$ cat config.mk
export PLATFORM = sky130hd
export DESIGN_NAME = regfile_write_scheduler
export DESIGN_NICKNAME = d
export VERILOG_FILES = /design/src/rtl/regfile_write_scheduler.sv
export SDC_FILE = /design/constraint.sdc
export NUM_CORES = 1
export LEC_CHECK = 0
export ABC_AREA = 1
export CAP_MARGIN = 10
export CORE_UTILIZATION = 37
export DETAILED_ROUTE_END_ITERATION = 7
export GPL_ROUTABILITY_DRIVEN = 0
export PLACE_DENSITY = 0.63
export SLEW_MARGIN = 20
export SYNTH_ARGS = -nofsm -noshare
export SYNTH_HDL_FRONTEND = slang
export SYNTH_SLANG_ARGS = --single-unit
$ cat constraint.sdc
create_clock -name clk -period 2.6 [get_ports clk]
set_input_delay 0.52 -clock clk [delete_from_list [all_inputs] [get_ports clk]]
set_output_delay 0.52 -clock clk [all_outputs]
set_load 0.01 [all_outputs]
$ cat src/rtl/regfile_write_scheduler.sv
// Purpose: merge pipeline writebacks and queued multi-cycle results onto one register-file write port, with a busy scoreboard for decode.
// Latency: a grant in cycle N drives rf_we/rf_waddr/rf_wdata in cycle N+1; an mc result arriving on an empty queue can be granted in the same cycle.
// Backpressure: writebacks are never stalled; mc results are held off through mc_ready when the queue is full; decode is stalled through stall.
module regfile_write_scheduler #(
  parameter int DATA_W = 32,
  parameter int DEPTH  = 2
) (
  input  logic              clk,
  input  logic              rst,
  input  logic              wb_valid,
  input  logic [4:0]        wb_reg,
  input  logic [DATA_W-1:0] wb_data,
  input  logic              mc_valid,
  input  logic [4:0]        mc_reg,
  input  logic [DATA_W-1:0] mc_data,
  output logic              mc_ready,
  input  logic              mc_issue,
  input  logic [4:0]        issue_reg,
  input  logic [4:0]        id_rs,
  input  logic [4:0]        id_rt,
  input  logic [4:0]        id_rd,
  output logic              stall,
  output logic [31:0]       busy,
  output logic              rf_we,
  output logic [4:0]        rf_waddr,
  output logic [DATA_W-1:0] rf_wdata
);

  localparam int PTR_W = (DEPTH > 1) ? $clog2(DEPTH) : 1;
  localparam int CNT_W = $clog2(DEPTH) + 1;
  localparam logic [CNT_W-1:0] FULL_CNT = CNT_W'(DEPTH);

  typedef struct packed {
    logic [4:0]        rd;
    logic [DATA_W-1:0] dat;
  } entry_t;

  entry_t            q_mem [DEPTH];
  logic [PTR_W-1:0]  rd_ptr;
  logic [PTR_W-1:0]  wr_ptr;
  logic [CNT_W-1:0]  count;

  logic              q_empty;
  logic              q_full;
  logic              enq;
  logic              deq;
  entry_t            mc_entry;
  entry_t            head;

  logic              grant_vld;
  logic              mc_grant;
  logic [4:0]        grant_reg;
  logic [DATA_W-1:0] grant_dat;
  logic              grant_wr;
  logic [31:0]       busy_nxt;

  assign q_empty  = (count == '0);
  assign q_full   = (count == FULL_CNT);
  // A full queue refuses new results even if its head drains this cycle.
  assign mc_ready = !q_full && rst;
  assign enq      = mc_valid && mc_ready;
  assign mc_entry = '{rd: mc_reg, dat: mc_data};

  // Arbitration: writeback wins; otherwise the queue head (or the incoming mc result when the queue is empty) drains.
  always_comb begin
    grant_vld = 1'b0;
    mc_grant  = 1'b0;
    grant_reg = '0;
    grant_dat = '0;
    deq       = 1'b0;
    head      = q_empty ? mc_entry : q_mem[rd_ptr];
    if (wb_valid) begin
      grant_vld = 1'b1;
      grant_reg = wb_reg;
      grant_dat = wb_data;
    end else if (!q_empty || enq) begin
      grant_vld = 1'b1;
      mc_grant  = 1'b1;
      grant_reg = head.rd;
      grant_dat = head.dat;
      deq       = 1'b1;
    end
  end

  // r0 is hardwired: a grant to it is consumed but never reaches the register file.
  assign grant_wr = grant_vld && (grant_reg != 5'd0);

  // Queue storage; the bypass case writes and reads the same slot, keeping the pointers uniform.
  always_ff @(posedge clk) begin
    if (enq) begin
      q_mem[wr_ptr] <= mc_entry;
    end
  end

  // Queue pointers and occupancy; pointers wrap naturally because DEPTH is a power of two.
  always_ff @(posedge clk) begin
    if (!rst) begin
      rd_ptr <= '0;
      wr_ptr <= '0;
      count  <= '0;
    end else begin
      if (enq) begin
        wr_ptr <= wr_ptr + PTR_W'(1);
      end
      if (deq) begin
        rd_ptr <= rd_ptr + PTR_W'(1);
      end
      case ({enq, deq})
        2'b10:   count <= count + CNT_W'(1);
        2'b01:   count <= count - CNT_W'(1);
        default: count <= count;
      endcase
    end
  end

  // Scoreboard update: clear on an mc grant, then set on issue so a same-register collision stays busy.
  always_comb begin
    busy_nxt = busy;
    if (mc_grant && (grant_reg != 5'd0)) begin
      busy_nxt[grant_reg] = 1'b0;
    end
    if (mc_issue && (issue_reg != 5'd0)) begin
      busy_nxt[issue_reg] = 1'b1;
    end
    busy_nxt[0] = 1'b0;
  end

  // Scoreboard register.
  always_ff @(posedge clk) begin
    if (!rst) begin
      busy <= '0;
    end else begin
      busy <= busy_nxt;
    end
  end

  // Registered write-port drive; address and data hold when nothing is written.
  always_ff @(posedge clk) begin
    if (!rst) begin
      rf_we    <= 1'b0;
      rf_waddr <= '0;
      rf_wdata <= '0;
    end else begin
      rf_we <= grant_wr;
      if (grant_wr) begin
        rf_waddr <= grant_reg;
        rf_wdata <= grant_dat;
      end
    end
  end

  // Decode holds on any busy operand, or when a new mc op would have no queue slot to land in.
  assign stall = busy[id_rs] | busy[id_rt] | busy[id_rd] | (q_full && mc_issue);

endmodule

Word-level counts from Yosys, hierarchy flattened
Memories as Yosys holds them, arrays and structs flattened. A register that Yosys moved wholly into a read port is not among the register bits.
Index checks and enable logic that the tools add are counted.

operators by class
  add/sub/neg operators = 4
  magnitude comparators = 7
  eq/ne operators = 3
  multiplexer cells = 25
  bitwise logic cells = 6
  reductions and logical operators = 15

operator list
  kind                                                                                 count
  32-bit two-way mux                                                                   4
  37-bit two-way mux                                                                   1
  32-bit AND                                                                           1
  32-bit inverter                                                                      1
  32-bit bitwise OR                                                                    1
  5-bit by 6-bit less-than comparator with 1-bit output, second input constant         5
  1-bit binary-select mux with 5-bit select                                            3
  1-bit two-way mux                                                                    12
  1-bit demux with 5-bit select                                                        2
  5-bit by 1-bit greater-or-equal comparator with 1-bit output, second input constant  2
  5-bit two-way mux                                                                    2
  5-bit nonzero test                                                                   2
  1-bit logical AND                                                                    8
  2-bit equality test, second input constant                                           2
  2-bit case mux with 2 select lines                                                   1
  1-bit bitwise OR                                                                     3
  1-bit adder, second input constant                                                   2
  2-bit by 1-bit adder with 2-bit output, second input constant                        1
  2-bit by 1-bit equality test with 1-bit output, second input constant                1
  1-bit zero test                                                                      2
  2-bit zero test                                                                      1
  2-bit nonzero test                                                                   1
  2-bit by 1-bit subtractor with 2-bit output, second input constant                   1
  1-bit logical OR                                                                     1

word-level totals
  bits in registers = 74
  memory bits (writable) = 74
  output and inout port bits = 72
  word-level logic and storage cells = 69
  memories = 1

memory list
  memory  words  bits a word  rd ports  clocked after Yosys merged registers in  write ports  line  text
  q_mem   2      37           1         1                                        1            38    entry_t q_mem [DEPTH];

Depth between registers and ports, before layout
Gate-level depths: netlist (run 1).

  word-level depth = 16
  mapped depth = 13
  gate-level depth less buffers = 13

Worst setup path before layout (run 1)
OpenSTA, ideal clock, no wires.

  kind = reg-to-reg
  start point = reg count[0]
  end point = mem q_mem[0][0] (netlist name) (enable)
  setup time = 0.431 ns
  arrival time = 2.216 ns
  path slack = -0.047 ns
  cell stages (with the launch flop) = 5
  path buffers = 0
  period minus slack after synthesis = 2.647 ns
  cells stage by stage = dfxtp_1 > inv_2 > nand2_1 > nand3_4 > nor2_1

on the way
  cells in the longest elaborated chain, start to end = 6

RTL lines
  what                                     line  text
  from (decl)                              41    logic [CNT_W-1:0] count;
  from (signal assigned)                   109   2'b10: count <= count + CNT_W'(1);
  from (signal assigned)                   110   2'b01: count <= count - CNT_W'(1);
  from (signal assigned)                   111   default: count <= count;
  2-bit equality test                      58    assign q_full = (count == FULL_CNT);
  1-bit zero test                          60    assign mc_ready = !q_full && rst;
  1-bit logical AND                        60
  1-bit logical AND                        61    assign enq = mc_valid && mc_ready;
  1-bit two-way mux                        90    if (enq) begin
  1-bit two-way mux (implied by the code)  91    q_mem[wr_ptr] <= mc_entry;
  to (decl)                                38

No other way between the ends.

Final worst setup path (run 1)
  start point = in id_rt[0]
  end point = out stall

on the way
  cells in the longest elaborated chain, start to end = 5

RTL lines
  what                                       line  text
  from (decl)                                20    input logic [4:0] id_rt,
  1-bit binary-select mux with 5-bit select  153   assign stall = busy[id_rs] | busy[id_rt] | busy[id_rd] | (q_full && mc_issue);
  1-bit two-way mux (implied by the code)    153
  1-bit bitwise OR (3 in a row)              153
  to (decl)                                  22    output logic stall,

No other way between the ends. The select of a mux whose other input is x is not followed.

==> results of run 1 <==
## through the flow
stage	total power, mW	hold WS [ps]	instance area, um^2
after global routing	7.08	471	9950
final	6.74	463	9950
after floorplan	3.73	432	7210
after detailed placement	4.47	437	9350
after global placement	4.44	431	9350
after CTS	6.78	447	9940
## cells by family after synthesis
| family | after synthesis | synth area share, % |
|---|---|---|
| fa+ha+maj | 1 | 0.174 |
| flops | 148 | 51.4 |
| compound gates | 315 | 23.2 |
| other cells | 1 | 0.0520 |
| buf+inv | 102 | 6.20 |
| simple gates | 320 | 19.0 |
## where the power goes
part | switching, mW | internal, mW
clock | 0.953 | 1.36
sequential | 0.0856 | 2.63
combinational | 1.01 | 0.702
## registers in the layout, indices dropped and copies added, names as in the netlist, named ones only
| signal | flops |
|---|---|
| q_mem | 74 |
| rf_wdata | 32 |
| busy | 31 |
| rf_waddr | 5 |
| count | 2 |
| rd_ptr | 1 |
| rf_we | 1 |
| wr_ptr | 1 |
## layout by cell type, fill, tap and decap left out, types with 4 or more instances in the layout
cell and instances:
nor2_4 6, inv_2 8, inv_1 41, buf_4 32, nand2_2 6, o21ai_1 8, dlygate4sd2_1 5, clkdlybuf4s50_1 161
nand2_1 162, o21ai_0 93, clkinvlp_4 4, nand3_1 57, nor2_1 77, dfxtp_1 73, edfxtp_1 74, a21oi_1 172
clkbuf_16 17, o211ai_1 4, a211oi_1 32, buf_12 5, nor3_1 4
## repair_timing
action	4_1_cts	5_1_grt
pin swaps	0	1
endpoints found under the setup margin	1	1
gates cloned	1	0
resized for setup	11	16
## worst max-delay path, delay by kind of cell
kind / cells / cell delay, ps
buffers and inverters: 3 / 660
AO/OA/AOI/OAI: 3 / 370
AND/OR/NAND/NOR: 5 / 330
## path summary, 6_finish.rpt
path         endpoint  slack [ps]  depth (start not counted)
max reg2reg  busy[21]         370                         11
min reg2reg  register         460                          1
min          register         460                          1
max             stall         180                         11
## area by class of cell
cell class | instances | area share, %
well taps | 260 | 3.27
inverters | 49 | 1.85
repair buffers | 210 | 21.0
clock buffers | 19 | 4.55
multi-input cells | 637 | 31.0
flip-flops and latches | 148 | 37.2
clock inverters | 13 | 1.09
## per-layer routing
layer  global-route usage (%)  vias up  wire length, um
li1                         -     3440                -
met1                     29.3     3186             9580
met2                     36.2      251            10400
met3                     5.67       46             1690
met4                     9.22        2              493
met5                        0        -               13
==> out/metrics.cfg, run 1 <==
[synth]
ys_async_sr_fraction_pct = 0
ys_seq_area_share_pct = 51.4
synth-edff-count = 74
yosysTopAreaCell = edfxtp_1
synth.distinct_cells = 30
synth_top_cells_by_area = edfxtp_1 (31%), dfxtp_1 (21%), a21oi_1 (12%), nand2_1 (8.4%), o21ai_0 (7.0%)
syn_inst = 887
synth_warnings = 0
yosysTopAreaCellShare_pct = 30.8
ys.flop_type = edfxtp_1
avgSynthCellArea_um2 = 8.13
ys_top_cells_by_count = a21oi_1 (172), nand2_1 (162), o21ai_0 (101)
synth_fp_nets = 987
yosysMostFrequentCell = a21oi_1
synth_seq_cells = 148
synth_area_um2 = 7210

[pwr]
power_density_nw_per_um2 = 677
p_leak_nw = 3.66
ir_drop_mv = 0.441

[critical_path]
critPathRequiredTime_ps = 2080
end_kind = output port
crit_path_frequent_cell = nand2_1
path_max_fanout = 14
crit_type = input pin to output port
cp-start-kind = input pin
path_cells = dlygate4sd2_1 -> bufbuf_16 -> o21ai_0 -> nand3_1 -> o21ai_1 -> nand2_1 -> nand3_1 -> nand2_1 -> a21oi_1 -> nand2_1 -> clkbuf_2
crit_start = id_rt[0]
rr_startpoint = count[0]
cp.arrival_ps = 1900
slowest_delay_ps = 280
cp_slowest_cell = bufbuf_16

[place]
pre_cts_ws_ps = -461
dp.cells = 1303
io_buffers = 169
dp_hpwl_mm = 15.6

[cells_and_area]
regArea_um2 = 3700
final_nets = 1163
final_cells = 1336
multi_input_area_um2 = 3090
antenna_cells = 0
nFillCells = 1807
layout-drive-gt1-share_pct = 9.67
syn2layout_area_growth_pct = 38.0
utilization_pct = 52.7

[drt]
routed_wirelength_mm = 22.2
drc = 0
drtAntennaViolNets = 0
first_iter_violations = 416
avgViaCountPerCell = 5.18
dr_total_vias = 6925
post_drt_wl_per_cell_um = 16.6
firstDrtPassIters = 5

[flow_run]
drv_cap = 0

[floorplan]
die_h_um = 142
io_pins = 171
die_w_um = 142
rows = 50
start_util_pct = 38.2
die_area_um2 = 20000
core-area_um2 = 18900

[global_route]
track_usage_pct = 22.7
grt_max_degree = 62
antenna_found_initial = 2
grt_pass1_wl_mm = 35.0
first_global_vias = 6529
gr-total-overflow = 0

[sta]
hold_violations = 0
tightest_slew_ps = 577
relSlewSlack_pct = 61.3
slew_viol_final = 0
setup_violations = 0
fmax_ghz = 0.413
fin_crit_sh_pct = 93.2
fin_setup_tns_ps = 0
rsz0062_at_grt = false
worst_slack_ps = 177
period_minus_slack_ps = 2420
clock_skew_ps = 7.47

[min_path]
min_from = rd_ptr
worstHoldPathType = register to register

[run_status]
outcome = finished, final reports clean

[clock_tree]
cts_hold_buffers = 0
cts_num_sinks = 148
h-tree-depth = 4
post_cts_buffers = 0
cts_tree = done
insertion_delay_ps = 420
cts_buffers = 17
cts_buffer_depth = 2
cts_root_buffer = clkbuf_16
cts.clk_slew.worst_paths_ps = 60

Note: power is estimated with default switching activity, not from simulation.
==> inputs of run 2 (changes only) <==
--- a/config.mk
+++ b/config.mk
@@ -8,8 +8,9 @@
 export ABC_AREA = 1
 export CAP_MARGIN = 10
 export CORE_UTILIZATION = 37
+export CTS_CLUSTER_SIZE = 8
 export DETAILED_ROUTE_END_ITERATION = 7
-export GPL_ROUTABILITY_DRIVEN = 0
+export GPL_ROUTABILITY_DRIVEN = 1
 export PLACE_DENSITY = 0.63
 export SLEW_MARGIN = 20
 export SYNTH_ARGS = -nofsm -noshare
==> run 2 against run 1 <==
Against the previous run:
- global-route usage grew 0.47 points
- non-clock buffer count rose by 1
- clock power rose by 16%
- final area is 0.79% higher
- critical endpoint unchanged
- register-to-register slack better by 80 ps
- die area did not move
- critical path type unchanged
- power rose by 5.6%
- core utilization rose by 0.42 points
- clock skew up 4.1 ps
==> out/metrics.cfg, run 2 (synthesis gave the netlist of run 1 again) <==
[run_status]
outcome = finished, final reports clean  ; unchanged

[drt]
firstDrtPassIters = 7  ; was 5
drtAntennaViolNets = 0  ; unchanged
routed_wirelength_mm = 22.6  ; was 22.2 mm
post_drt_wl_per_cell_um = 16.9  ; was 16.6 um
drc = 0  ; unchanged
dr_total_vias = 6951  ; was 6925
avgViaCountPerCell = 5.20  ; was 5.18
first_iter_violations = 557  ; was 416

[clock_tree]
cts_buffers = 17  ; unchanged
cts_root_buffer = clkbuf_16  ; unchanged
cts_buffer_depth = 2  ; unchanged
cts_num_sinks = 148  ; unchanged
cts.clk_slew.worst_paths_ps = 60  ; about the same
cts_hold_buffers = 0  ; unchanged
h-tree-depth = 4  ; unchanged
cts_tree = done  ; unchanged
insertion_delay_ps = 430  ; was 420 ps

[pwr]
clkPwrFrac_pct = 37.7  ; was 34.3%
power_density_nw_per_um2 = 710  ; was 677 nW/um^2
p_seq_share_pct = 38.3  ; was 40.3%
ir_drop_mv = 0.492  ; was 0.441 mV
p_sw_mw = 2.14  ; was 2.05 mW
p_comb_share_pct = 24.1  ; was 25.4%
sw_frac_of_total_pct = 30.0  ; was 30.4%
p_total_mw = 7.12  ; was 6.74 mW
p_int_mw = 4.98  ; was 4.69 mW
p_leak_nw = 3.71  ; was 3.66 nW

[cells_and_area]
final_cells = 1337  ; was 1336
antenna_cells = 0  ; unchanged
regMostFlops = q_mem  ; unchanged
final_cell_mix = a21oi_1 (172), nand2_1 (162), clkdlybuf4s50_1 (161)  ; unchanged
utilization_pct = 53.1  ; was 52.7%
mostFrequentLayoutCell = a21oi_1  ; unchanged
stdcell_area_um2 = 10000  ; was 9950 um^2
largest_register_ffs = 74  ; unchanged
top_regs = q_mem (74), rf_wdata (32), busy (31)  ; unchanged
final_nets = 1164  ; was 1163
nFillCells = 1761  ; was 1807
syn2layout_area_growth_pct = 39.1  ; was 38.0%
layout-drive-gt1-share_pct = 9.56  ; was 9.67%

[floorplan]
die_w_um = 142  ; unchanged
start_util_pct = 38.2  ; unchanged
die_area_um2 = 20000  ; unchanged
die_h_um = 142  ; unchanged
rows = 50  ; unchanged
io_pins = 171  ; unchanged
core-area_um2 = 18900  ; unchanged

[global_route]
gr-total-overflow = 0  ; unchanged
grt_pass1_wl_mm = 36.0  ; was 35.0 mm
first_global_vias = 6727  ; was 6529
track_usage_pct = 23.1  ; was 22.7%
antenna_found_initial = 0  ; was 2
grt_max_degree = 37  ; was 62

[critical_path]
path_max_fanout = 14  ; unchanged
crit_type = input pin to output port  ; unchanged
slowest_delay_ps = 290  ; was 280 ps
cp_num_buf_inv = 3  ; unchanged
crit_path_frequent_cell = nand2_1  ; unchanged
r2r_end = busy[9]  ; was busy[21]
r2r_setup_slack_ps = 450  ; was 370 ps
critical-path-top-delay-family = buffers and inverters  ; unchanged
path_cells = dlygate4sd2_1 -> bufbuf_16 -> o21ai_0 -> o21ai_0 -> o21ai_1 -> nand2_1 -> nand3_1 -> nand2_1 -> a21oi_1 -> nand2_1 -> clkbuf_2  ; was dlygate4sd2_1 -> bufbuf_16 -> o21ai_0 -> nand3_1 -> o21ai_1 -> nand2_1 -> nand3_1 -> nand2_1 -> a21oi_1 -> nand2_1 -> clkbuf_2
rr_worst_depth = 13  ; was 11
cp.arrival_ps = 1930  ; was 1900 ps
end_kind = output port  ; unchanged
cp_slowest_cell = bufbuf_16  ; unchanged
critPathRequiredTime_ps = 2080  ; about the same
cp-start-kind = input pin  ; unchanged

[min_path]
min_from = rd_ptr  ; unchanged
worstHoldPathType = register to register  ; unchanged
hold_depth = 1  ; unchanged

[flow_run]
drv_cap = 0  ; unchanged

[sta]
setup_violations = 0  ; unchanged
fmax_ghz = 0.408  ; was 0.413 GHz
relSlewSlack_pct = 62.5  ; was 61.3%
clock_skew_ps = 11.6  ; was 7.47 ps
fin_setup_tns_ps = 0  ; unchanged
slew_viol_final = 0  ; unchanged
rsz0062_at_grt = false  ; unchanged
hold_violations = 0  ; unchanged
period_minus_slack_ps = 2450  ; was 2420 ps
tightest_slew_ps = 557  ; was 577 ps
fin_crit_sh_pct = 94.2  ; was 93.2%

[place]
io_buffers = 169  ; unchanged
dp.cells = 1303  ; unchanged
dpl-instance-area_um2 = 9350  ; unchanged
gp_congestion = 0.971
dp_hpwl_mm = 16.0  ; was 15.6 mm

## run 2: per-layer routing
metal / global-route usage (%) / part of all wire [%] / wire length (um) / up-vias
met5: 0 / 0 / 0 / -
met4: 8.77 / 2.0 / 444 / 0
met3: 6.18 / 8.4 / 1900 / 39
li1: - / - / - / 3449
met2: 37.5 / 47 / 10700 / 281
met1: 29.5 / 42 / 9550 / 3182
## run 2: cell type report
class                           count  area [um^2]  area share (%)
Sequential cell                   148         3700            36.9
Timing Repair Buffer              211         2090            20.9
Multi-Input combinational cell    637         3080            30.7
Inverter                           49          184            1.83
Clock buffer                       17          425            4.24
Clock inverter                     15          219            2.18
Tap cell                          260          325            3.24
## run 2: how the worst max path moves through the flow
| stage | startpoint | end | slack [ps] | cells after the start |
|---|---|---|---|---|
| after floorplan | count[0] | q_mem[0][0] | -50 | 4 |
| after global placement | id_rd[0] | stall | -390 | 12 |
| after detailed placement | id_rd[0] | stall | -390 | 11 |
| after CTS | id_rt[0] | stall | 7 | 11 |
| after global routing | id_rt[0] | stall | 50 | 10 |
| final | id_rt[0] | stall | 150 | 11 |
## run 2: stage by stage
| step | worst slack (ps) | hold slack [ps] |
|---|---|---|
| floorplan | -47.4 | 432 |
| global placement | -394 | 437 |
| detailed placement | -392 | 445 |
| CTS | 7.06 | 456 |
| global route | 48.0 | 477 |
| finish | 151 | 455 |
## run 2: power by group through the flow
| stage | registers (mW) | logic, mW | clock network, mW |
|---|---|---|---|
| floorplan | 2.80 | 0.933 | 0 |
| global placement | 2.77 | 1.69 | 0 |
| detailed placement | 2.77 | 1.71 | 0 |
| CTS | 2.72 | 1.72 | 2.71 |
| global route | 2.74 | 1.91 | 2.80 |
| finish | 2.72 | 1.71 | 2.68 |
## run 2: timing repair
item / CTS / global route
resized for setup: 10 / 11
pin swaps: 0 / 3
hold endpoints to repair: 0 / 0
buffers inserted: 1 / 0
gates cloned: 1 / 0
setup endpoints to repair: 1 / 1
==> inputs of run 3 (changes only) <==
--- a/config.mk
+++ b/config.mk
@@ -7,10 +7,10 @@
 export LEC_CHECK = 0
 export ABC_AREA = 1
 export CAP_MARGIN = 10
+export CORE_MARGIN = 1
 export CORE_UTILIZATION = 37
 export CTS_CLUSTER_SIZE = 8
 export DETAILED_ROUTE_END_ITERATION = 7
-export GPL_ROUTABILITY_DRIVEN = 1
 export PLACE_DENSITY = 0.63
 export SLEW_MARGIN = 20
 export SYNTH_ARGS = -nofsm -noshare
==> results of run 3 <==
Same layout as run 2: the final DEF is identical, and so are final timing and power.
